File: src/rtl/mmio_fifo_drainer_pkg.sv
// Shared constants for the MMIO FIFO drainer: the slave register map,
// the flush bit position and the drainer state encoding.
package mmio_fifo_drainer_pkg;

  localparam logic [3:0] REG_DATA   = 4'h0;
  localparam logic [3:0] REG_STATUS = 4'h4;
  localparam logic [3:0] REG_CTRL   = 4'h8;
  localparam logic [3:0] REG_COUNT  = 4'hC;

  localparam int unsigned CTRL_FLUSH_BIT = 1;

  typedef enum logic [2:0] {
    IDLE,
    POLL_REQ,
    POLL_WAIT,
    DATA_REQ,
    DATA_WAIT,
    FLUSH_REQ,
    FLUSH_WAIT
  } drain_state_e;

endpackage

File: src/rtl/mmio_drain_outbuf.sv
// Two-entry in-order valid/ready output buffer for the drainer.
// The head entry drives the stream, so out_data holds while stalled.
// The caller never pushes when free_slots is 0.
module mmio_drain_outbuf #(
  parameter int unsigned DATA_WIDTH = 32
) (
  input  logic                  clk,
  input  logic                  rst,
  input  logic                  push,
  input  logic [DATA_WIDTH-1:0] push_data,
  output logic [1:0]            free_slots,
  output logic                  out_valid,
  input  logic                  out_ready,
  output logic [DATA_WIDTH-1:0] out_data
);

  logic [DATA_WIDTH-1:0] head_q;
  logic [DATA_WIDTH-1:0] tail_q;
  logic [1:0]            cnt_q;
  logic                  pop;

  assign out_valid  = (cnt_q != 2'd0);
  assign out_data   = head_q;
  assign free_slots = 2'd2 - cnt_q;
  assign pop        = out_valid && out_ready;

  // Occupancy and entry update for every push/pop combination.
  always_ff @(posedge clk or posedge rst) begin
    if (rst) begin
      head_q <= '0;
      tail_q <= '0;
      cnt_q  <= '0;
    end else begin
      case (cnt_q)
        2'd0: begin
          if (push) begin
            head_q <= push_data;
            cnt_q  <= 2'd1;
          end
        end
        2'd1: begin
          if (pop && push) begin
            head_q <= push_data;
          end else if (pop) begin
            cnt_q <= 2'd0;
          end else if (push) begin
            tail_q <= push_data;
            cnt_q  <= 2'd2;
          end
        end
        default: begin
          if (pop) begin
            head_q <= tail_q;
            if (push) begin
              tail_q <= push_data;
            end else begin
              cnt_q <= 2'd1;
            end
          end
        end
      endcase
    end
  end

endmodule

File: src/rtl/mmio_fifo_drainer.sv
// Bus master that polls an MMIO FIFO's COUNT register, pops up to
// MAX_BURST words through DATA and re-emits them as a valid/ready stream.
// Optional MMIO_DRAIN_STATS_EN builds the drain_count push counter;
// without it drain_count is tied to 0.
module mmio_fifo_drainer
  import mmio_fifo_drainer_pkg::*;
#(
  parameter int unsigned DATA_WIDTH    = 32,
  parameter int unsigned COUNT_WIDTH   = 5,
  parameter int unsigned MAX_BURST     = 8,
  parameter int unsigned POLL_INTERVAL = 16
) (
  input  logic                  clk,
  input  logic                  rst,
  input  logic                  enable,
  input  logic                  flush_req,
  output logic                  m_valid,
  output logic                  m_write,
  output logic [3:0]            m_addr,
  output logic [DATA_WIDTH-1:0] m_wdata,
  input  logic                  m_ready,
  input  logic [DATA_WIDTH-1:0] m_rdata,
  output logic                  out_valid,
  input  logic                  out_ready,
  output logic [DATA_WIDTH-1:0] out_data,
  output logic                  busy,
  output logic [31:0]           drain_count
);

  localparam int unsigned BL_W = $clog2(MAX_BURST + 1);
  localparam int unsigned TM_W = (POLL_INTERVAL > 1) ? $clog2(POLL_INTERVAL) : 1;

  drain_state_e          state_q, state_d;
  logic [BL_W-1:0]       burst_q, burst_d;
  logic [BL_W-1:0]       burst_init;
  logic [TM_W-1:0]       timer_q;
  logic                  flush_pend_q;
  logic                  flush_pend;
  logic [COUNT_WIDTH-1:0] poll_n;
  logic                  push;
  logic [1:0]            free_slots;

  assign poll_n     = m_rdata[COUNT_WIDTH-1:0];
  assign burst_init = (32'(poll_n) > MAX_BURST) ? BL_W'(MAX_BURST) : BL_W'(poll_n);
  assign flush_pend = flush_pend_q || flush_req;
  assign busy       = (state_q != IDLE);

  // State, burst counter and pending-flush registers.
  always_ff @(posedge clk or posedge rst) begin
    if (rst) begin
      state_q      <= IDLE;
      burst_q      <= '0;
      flush_pend_q <= 1'b0;
    end else begin
      state_q      <= state_d;
      burst_q      <= burst_d;
      flush_pend_q <= flush_pend && (state_q != FLUSH_REQ);
    end
  end

  // Poll interval timer: runs only while idle and enabled.
  always_ff @(posedge clk or posedge rst) begin
    if (rst) begin
      timer_q <= '0;
    end else if (state_q != IDLE || !enable || state_d != IDLE) begin
      timer_q <= '0;
    end else begin
      timer_q <= timer_q + TM_W'(1);
    end
  end

  // Next-state decode and bus request generation.
  always_comb begin
    state_d = state_q;
    burst_d = burst_q;
    m_valid = 1'b0;
    m_write = 1'b0;
    m_addr  = '0;
    m_wdata = '0;
    push    = 1'b0;
    case (state_q)
      IDLE: begin
        if (flush_pend) begin
          state_d = FLUSH_REQ;
        end else if (enable && timer_q == TM_W'(POLL_INTERVAL - 1)) begin
          state_d = POLL_REQ;
        end
      end
      POLL_REQ: begin
        if (flush_pend) begin
          state_d = FLUSH_REQ;
        end else if (!enable) begin
          state_d = IDLE;
          burst_d = '0;
        end else begin
          m_valid = 1'b1;
          m_addr  = REG_COUNT;
          state_d = POLL_WAIT;
        end
      end
      POLL_WAIT: begin
        if (m_ready) begin
          if (poll_n == '0 || !enable) begin
            state_d = IDLE;
            burst_d = '0;
          end else begin
            state_d = DATA_REQ;
            burst_d = burst_init;
          end
        end
      end
      DATA_REQ: begin
        // Nothing is in flight here, so one free slot covers the word requested now.
        if (flush_pend) begin
          state_d = FLUSH_REQ;
        end else if (!enable) begin
          state_d = IDLE;
          burst_d = '0;
        end else if (free_slots != 2'd0) begin
          m_valid = 1'b1;
          m_addr  = REG_DATA;
          state_d = DATA_WAIT;
        end
      end
      DATA_WAIT: begin
        if (m_ready) begin
          push    = 1'b1;
          burst_d = burst_q - BL_W'(1);
          if (!enable) begin
            state_d = IDLE;
            burst_d = '0;
          end else if (burst_q == BL_W'(1)) begin
            state_d = POLL_REQ;
          end else begin
            state_d = DATA_REQ;
          end
        end
      end
      FLUSH_REQ: begin
        m_valid                 = 1'b1;
        m_write                 = 1'b1;
        m_addr                  = REG_CTRL;
        m_wdata[CTRL_FLUSH_BIT] = 1'b1;
        state_d                 = FLUSH_WAIT;
      end
      FLUSH_WAIT: begin
        if (m_ready) begin
          state_d = IDLE;
          burst_d = '0;
        end
      end
      default: begin
        state_d = IDLE;
        burst_d = '0;
      end
    endcase
  end

  mmio_drain_outbuf #(
    .DATA_WIDTH(DATA_WIDTH)
  ) u_outbuf (
    .clk       (clk),
    .rst       (rst),
    .push      (push),
    .push_data (m_rdata),
    .free_slots(free_slots),
    .out_valid (out_valid),
    .out_ready (out_ready),
    .out_data  (out_data)
  );

`ifdef MMIO_DRAIN_STATS_EN
  // Count every word accepted into the output buffer; wraps naturally.
  always_ff @(posedge clk or posedge rst) begin
    if (rst) begin
      drain_count <= '0;
    end else if (push) begin
      drain_count <= drain_count + 32'd1;
    end
  end
`else
  assign drain_count = '0;
`endif

endmodule

File: config.mk
export PLATFORM = sky130hd
export DESIGN_NAME = mmio_fifo_drainer
export DESIGN_NICKNAME = d
export VERILOG_FILES = /design/src/rtl/mmio_fifo_drainer_pkg.sv /design/src/rtl/mmio_drain_outbuf.sv /design/src/rtl/mmio_fifo_drainer.sv
export SDC_FILE = /design/constraint.sdc
export NUM_CORES = 1
export LEC_CHECK = 0
export ABC_CLOCK_PERIOD_IN_PS = 2900
export CAP_MARGIN = 20
export CORE_ASPECT_RATIO = 1.1
export CORE_MARGIN = 5
export CORE_UTILIZATION = 48
export CTS_BUF_LIST = sky130_fd_sc_hd__clkbuf_8
export CTS_CLUSTER_DIAMETER = 80
export DETAILED_ROUTE_END_ITERATION = 12
export GPL_TIMING_DRIVEN = 1
export PLACE_DENSITY = 0.83
export SKIP_LAST_GASP = 1
export SLEW_MARGIN = 20
export SYNTH_ARGS = -nofsm -noshare
export SYNTH_HDL_FRONTEND = slang
export SYNTH_SLANG_ARGS = --single-unit
File: constraint.sdc
create_clock -name clk -period 2.9 [get_ports clk]
set_clock_uncertainty 0.1 [all_clocks]
set_input_delay 0.435 -clock clk [delete_from_list [all_inputs] [get_ports clk]]
set_output_delay 0.435 -clock clk [all_outputs]
set_load 0.1 [all_outputs]
Word-level counts from Yosys, hierarchy flattened
Index checks and enable logic that the tools add are counted.

storage, ports and cells
  flip-flop bits (word level) = 78
  bits of input ports = 38
  output and inout bits = 104
  word-level logic and storage cells = 110

operators by class
  add/sub/neg operators = 3
  magnitude comparators = 1
  eq/ne operators = 21
  multiplexer cells = 52
  bitwise operators = 2
  reductions and logical operators = 24

operator list
  kind                                                                              number
  32-bit two-way mux                                                                7
  32-bit case mux with 2 select lines                                               2
  4-bit two-way mux                                                                 11
  3-bit two-way mux                                                                 9
  3-bit case mux with 7 select lines                                                1
  2-bit two-way mux                                                                 10
  4-bit case mux with 5 select lines                                                1
  2-bit inequality test (second input constant)                                     7
  3-bit == test (second input constant)                                             3
  3-bit nonzero test                                                                3
  1-bit two-way mux                                                                 8
  4-bit case mux with 2 select lines                                                1
  3-bit by 2-bit == test with 1-bit output (second input constant)                  2
  3-bit inequality test (second input constant)                                     2
  6-bit AND reduction                                                               1
  2-bit nonzero test                                                                3
  5-bit by 4-bit greater-than comparator with 1-bit output (second input constant)  1
  5-bit zero test                                                                   1
  5-bit AND reduction                                                               1
  4-bit by 1-bit adder with 4-bit output (second input constant)                    1
  4-bit by 1-bit == test with 1-bit output (second input constant)                  1
  4-bit == test (second input constant)                                             1
  1-bit logical AND                                                                 4
  1-bit logical OR                                                                  4
  15 further kinds                                                                  18

Depth between registers and ports, before layout
Gate-level depths: netlist of run 1.

  depth after elaboration = 9
  depth in mapped cells = 8
  gate-level depth less buffers = 6

By module
A second synthesis of run 1 with hierarchy kept.

unflattened totals
  cells, all modules = 402
  area total of the unflattened synthesis = 4438.0 um^2

by module, submodules not included
  module             instances  cells each  area each (um^2)  sequential area each (um^2)
  mmio_drain_outbuf  1          242         3062.9            1651.6
  mmio_fifo_drainer  1          160         1375.1            300.3

Worst setup path before layout of run 1
Ideal clock, no wire load.

  path type = input to output
  from = in flush_req
  to = out m_valid
  arrival time = 2.393 ns
  required time = 2.365 ns
  path slack = -0.028 ns
  stages = 4
  cell sequence = nor2_1 -> a21o_1 -> nand2_1 -> a21oi_1

between the ends
  word-level cells in the longest chain between the ends = 3

ends and longest elaborated chain
  element                                 RTL line                                           RTL
  from (decl)                             mmio_fifo_drainer.sv:16                            input logic flush_req,
  1-bit logical OR (*)                    mmio_fifo_drainer.sv:45                            assign flush_pend = flush_pend_q || flush_req;
  1-bit two-way mux (on tied branches)    mmio_fifo_drainer.sv:114, mmio_fifo_drainer.sv:90
  1-bit case mux with 3 select lines (*)  mmio_fifo_drainer.sv:81                            case (state_q)
  to (decl)                               mmio_fifo_drainer.sv:17                            output logic m_valid,

Mark *: on every way between the ends. The rest lies on a longest branch, timed or not.

Worst setup path after layout of run 1
  from = reg u_outbuf.cnt_q[0]
  to = reg u_outbuf.tail_q[6]

between the ends
  word-level cells in the longest chain between the ends = 5

ends and longest elaborated chain
  element                                 RTL line                 RTL
  from (decl)                             mmio_drain_outbuf.sv:19  logic [1:0] cnt_q;
  from (signal assigned)                  mmio_drain_outbuf.sv:32  cnt_q <= '0;
  from (signal assigned)                  mmio_drain_outbuf.sv:38  cnt_q <= 2'd1;
  from (signal assigned)                  mmio_drain_outbuf.sv:45  cnt_q <= 2'd0;
  2-bit nonzero test                      mmio_drain_outbuf.sv:22  assign out_valid = (cnt_q != 2'd0);
  1-bit logical AND                       mmio_drain_outbuf.sv:25  assign pop = out_valid && out_ready;
  1-bit logical AND                       mmio_drain_outbuf.sv:42  if (pop && push) begin
  2-bit inequality test (no source line)  --
  4-bit AND reduction (no source line)    --
  to (signal assigned)                    mmio_drain_outbuf.sv:47  tail_q <= push_data;
  to (signal assigned)                    mmio_drain_outbuf.sv:55  tail_q <= push_data;
  to (decl)                               mmio_drain_outbuf.sv:18  logic [DATA_WIDTH-1:0] tail_q;

Parallel ways exist; a longest one is shown, timed or not.
A chain may end at the register's enable or synchronous reset.

==> impl_metrics.toml, run 1 <==
[routing]
routedWlPerCell_um = 14.3
first_pass_iters = 4
route.detailed.drc = 0
dr.first_iter.drc_count = 130
dr_total_vias = 2809
ant_nets = 0
viasPerCell = 4.85
finalWirelength_um = 8280

[sta]
grt_setup_unrepaired = "false"
worst_pin_slew_ps = 712
finalHoldViolCount = 0
finalSetupTns_ps = 0
finalCritPeriodShare_pct = 89.3
setup_viol = 0
min_period_ps = 2590
slew_headroom_pct = 52.4
fmax_ghz = 0.386
maxSlewViolCount = 0

[clocking]
clk_path_buf_depth = 2
clock-sinks = 78
clkTransAtPathRegs_ps = 80
htree_levels = 3
cts_hold_buf = 0
cts_setup_buffers = 0
numCtsBuffers = 9
cts_resized = 0
cts_root_buf = "clkbuf_8"
cts_tree = "built"
clock_latency_ps = 350

[worst_hold_path]
holdPathStages = 1
min_path_type = "register to register"
holdPathEnd = "timer_q[0]"
min_from = "timer_q[0]"

[global_route]
grtUsageMet2_pct = 24.1
grt_use_met3_pct = 3.97
grt_pass1_vias = 2684
antenna_found_initial = 0
grt_start_max_net_pins = 43
grt_pass1_wl_um = 13300
grt.met1_usage_pct = 20.3
gr-total-overflow = 0
top_usage_layer = "met2"
grt_usage_pct = 15.3

[finish]
final_layout_size_suffix_gt1_share_pct = 20.4
diodes = 0
final_nets = 503
seq_area_mm2 = 0.00195
area_delta_synth_final_pct = 17.5
fill_cells = 747
multiInputGateArea_mm2 = 0.00191

[setup_path]
cp_slowest_cell = "or4_4"
worstPathCellList = "nor2_1 -> inv_1 -> nand2_1 -> ha_1 -> or4_4 -> mux2_4"
rr_endpoint = "u_outbuf.tail_q[6]"
ff2ff_path_depth = 6
critPathMaxStageDelay_ps = 800
arrival_ps = 2710
cp.required_ps = 3020
startpoint_type = "register"
r2r-start = "u_outbuf.cnt_q[0]"
r2r_setup_slack_ps = 310
crit_type = "register to register"
setup.worst_path.end_class = "register"
crit_fanout = 32

[logic_synthesis]
synth.distinct_cells = 50
synth_flop_cell = "dfrtp_1"
synth.area.top_cells = "dfrtp_1 46%, buf_4 12%, mux2_4 11%, mux2i_1 7.5%, o21ai_0 4.5%"
netlist.area_leader.share_pct = 45.9
synth_commonest_cells = "78 x dfrtp_1, 66 x buf_4, 40 x nand2_1"
yosys_warnings = 0
synthCells = 389
ys_ff_latch = 78
synth_most_common_cell = "dfrtp_1"
synth_area_mm2 = 0.00425
synth_edf_count = 0
syn_avg_cell_area_um2 = 10.9
async_flop_share_pct = 100
yosysTopAreaCell = "dfrtp_1"
yosysSeqAreaShare_pct = 45.9

[floorplan]
core_area_mm2 = 0.00874
initial_core_util_pct = 48.6
io_pins = 142
chipHeight_um = 109
die_w_um = 99.7
rows = 36
dieArea_mm2 = 0.0108

[job]
drv_cap = 0

[placement]
portBuffers = 76
place_hpwl_um = 5970
routabilityCongestion = 0.917

[status]
status = "finished, final reports clean"
placed cells by master (no fill, tap or decap), drive strengths merged, types with 2 or more instances in the layout:
cell type / n
buf: 45
xnor2: 2
mux2: 33
and2: 3
a21o: 3
conb: 65
nor3: 5
clkinv: 2
o21ai: 39
nand2: 40
a31oi: 2
clkdlybuf4s50: 37
nand2b: 5
inv: 9
nor2b: 3
clkbuf: 9
o22ai: 3
bufinv: 2
ha: 4
dfrtp: 78
a21oi: 4
nand4: 2
a2bb2oi: 3
nor2: 12
nand3: 2
mux2i: 32
worst max-delay path by stage:
stage / from / slack, ps / end / depth (start not counted)
6_report: u_outbuf.cnt_q[0] / 310 / u_outbuf.tail_q[6] / 6
2_1_floorplan: u_outbuf.cnt_q[0] / 100 / u_outbuf.tail_q[21] / 8
3_3_place_gp: out_ready / 230 / u_outbuf.tail_q[19] / 5
3_5_place_dp: out_ready / 190 / u_outbuf.tail_q[19] / 5
5_1_grt: u_outbuf.cnt_q[0] / 170 / u_outbuf.tail_q[19] / 6
4_1_cts: u_outbuf.cnt_q[0] / 280 / u_outbuf.tail_q[19] / 6
area by class of cell:
type | instances | area share, %
well taps | 114 | 2.86
repair buffers | 82 | 15.2
multi-input cells | 282 | 38.2
inverters | 8 | 0.626
clock buffers | 9 | 2.48
clock inverters | 6 | 1.60
flip-flops and latches | 78 | 39.1
worst max-delay path, delay by kind of cell (launching register included):
kind / cells / cell delay (ps)
fa+ha+maj: 1 / 220
simple gates: 3 / 1160
buf+inv: 1 / 110
flops: 1 / 450
mux: 1 / 390
through the flow:
stage          util [%]  hold WS (ps)  instances  setup slack [ps]  area (µm²)
3_5_place_dp       54.8           365        564               191        4790
2_1_floorplan         -           332        453               102        4490
4_1_cts            57.2           376        579               284        4990
6_report           57.2           383        579               312        4990
3_3_place_gp       54.8           346        564               230        4790
5_1_grt            57.2           405        579               174        4990
layer usage:
layer	routed length, µm	part of all wire (%)
met1	3570	43
met2	3910	47
met4	127	1.5
met3	660	8.0
met5	0	0
logic make-up after synthesis:
group / Yosys count / synth area share [%]
AOI/OAI and AO/OA: 63 / 8.74
xor gates and xnor gates: 3 / 0.618
adders and majority gates: 4 / 1.18
buffers and inverters: 93 / 15.3
DFF: 78 / 45.9
muxes: 65 / 18.9
other: 1 / 0.0882
and+or+nand+nor: 82 / 9.21
flip-flops by register name, summed over array words and instances (netlist names):
signal / count
state_q: 3
u_outbuf.tail_q: 32
timer_q: 4
u_outbuf.cnt_q: 2
u_outbuf.out_data: 32
flush_pend_q: 1
burst_q: 4
Power of run 1 is not shown: default switching activity piles up to over one toggle a cycle in this logic, so the estimate is an artifact.
==> inputs of run 2 (changes only) <==
Settings changed: SKIP_LAST_GASP 1 to default.
==> results of run 2 <==
Final layout, timing and power as in run 1 (identical DEF).
Power of run 2 is left out for the same reason.
==> inputs of run 3 (changes only) <==
Settings changed: CAP_MARGIN 20 to 5, CORE_MARGIN 5 to 2, TNS_END_PERCENT from default to 50.
==> impl_metrics.toml, run 3 (synthesis gave the netlist of run 1 again) <==
[global_route]
gr-total-overflow = 0
grt_pass1_vias = 2669
antenna_found_initial = 0
grt_start_max_net_pins = 79
grt_usage_pct = 17.2
grt_pass1_wl_um = 12900

[setup_path]
cp_slowest_cell = "or4_4"
rr_endpoint = "u_outbuf.tail_q[19]"
cp.required_ps = 3040
arrival_ps = 2800
ff2ff_path_depth = 6
worstPathCellList = "nor2_1 -> inv_1 -> nand2_1 -> ha_1 -> or4_4 -> mux2_1"
critPathMaxStageDelay_ps = 800
cp-startpoint = "u_outbuf.cnt_q[0]"
crit_fanout = 32
crit_path_end = "u_outbuf.tail_q[19]"
r2r-start = "u_outbuf.cnt_q[0]"
crit_type = "register to register"
startpoint_type = "register"
r2r_setup_slack_ps = 240
setup.worst_path.end_class = "register"

[placement]
dp_slack_ps = 174
portBuffers = 76
placed_cell_area_mm2 = 0.00479
placedCellCount = 564
place_hpwl_um = 5580
routabilityCongestion = 0.864

[floorplan]
dieArea_mm2 = 0.00962
rows = 36
core_area_mm2 = 0.00874
initial_core_util_pct = 48.6
chipHeight_um = 103
die_w_um = 93.7
io_pins = 142

[clocking]
cts_tree = "built"
htree_levels = 3
cts_hold_buf = 0
cts_resized = 0
cts_setup_buffers = 0
clock-sinks = 78
clk_path_buf_depth = 2
clock_latency_ps = 350
clkTransAtPathRegs_ps = 90
cts_root_buf = "clkbuf_8"
numCtsBuffers = 9

[routing]
routedWlPerCell_um = 13.9
first_pass_iters = 5
route.detailed.drc = 0
dr.first_iter.drc_count = 98
ant_nets = 0
dr_total_vias = 2853
finalWirelength_um = 8040
viasPerCell = 4.92

[sta]
worst_pin_slew_ps = 617
setup_ws_ps = 235
min_period_ps = 2660
grt_setup_unrepaired = "false"
slew_headroom_pct = 58.9
setup_viol = 0
finalSetupTns_ps = 0
maxSlewViolCount = 0
finalHoldViolCount = 0
fmax_ghz = 0.375
finalCritPeriodShare_pct = 91.9

[finish]
area_delta_synth_final_pct = 17.0
diodes = 0
fin_cells = 580
layout_common_cells = "77 x dfrtp_1, 65 x conb_1, 41 x buf_4"
final_nets = 503
final_area_mm2 = 0.00497
fill_cells = 763
final_layout_size_suffix_gt1_share_pct = 21.0
mostFrequentLayoutCell = "dfrtp_1"

[job]
drv_cap = 0

[worst_hold_path]
min_path_type = "input port to async pin"

[status]
status = "finished, final reports clean"
[run 3: changes by cell type in the layout (fill, tap and decap cells not counted), sizes merged]
cell,previous run,this run
inv,9,10
clkinvlp,1,2
bufinv,2,0
clkinv,2,3
[run 3: critical path: cells and delay by family (launching register included)]
family | cells | cell delay (ps)
muxes | 1 | 410
and+or+nand+nor | 3 | 1210
buffers and inverters | 1 | 140
DFF | 1 | 450
adders and majority gates | 1 | 220
[run 3: layout make-up]
cell class	count	area (µm²)	share of cell area (%)
clock buffer	9	124	2.49
clock inverter	7	57.6	1.16
inverter	8	31.3	0.629
multi-input combinational	282	1910	38.3
sequential	78	1950	39.3
tap	114	143	2.87
timing repair buffer	82	758	15.2
[run 3: worst min path at each step]
stage / cells after the start / slack [ps] / endpoint
final: 3 / 370 / u_outbuf.out_data[8]
after global routing: 3 / 400 / u_outbuf.out_data[7]
after CTS: 1 / 370 / timer_q[0]
after detailed placement: 1 / 360 / timer_q[0]
after global placement: 1 / 340 / timer_q[0]
after floorplan: 1 / 330 / timer_q[0]
[run 3: routing by layer]
metal / part of all wire [%] / routed length, µm / GRT usage [%]
met5: 0 / 0 / 0
met4: 1.4 / 110 / 7.47
met3: 6.5 / 521 / 3.14
met2: 50 / 4020 / 28.7
met1: 42 / 3380 / 22.1
[run 3: per-stage QoR]
stage	hold slack, ps	util (%)
2_1_floorplan	332	-
3_3_place_gp	344	54.8
3_5_place_dp	359	54.8
4_1_cts	370	56.9
5_1_grt	396	56.9
6_report	365	56.9
Power of run 3 is left out for the same reason.
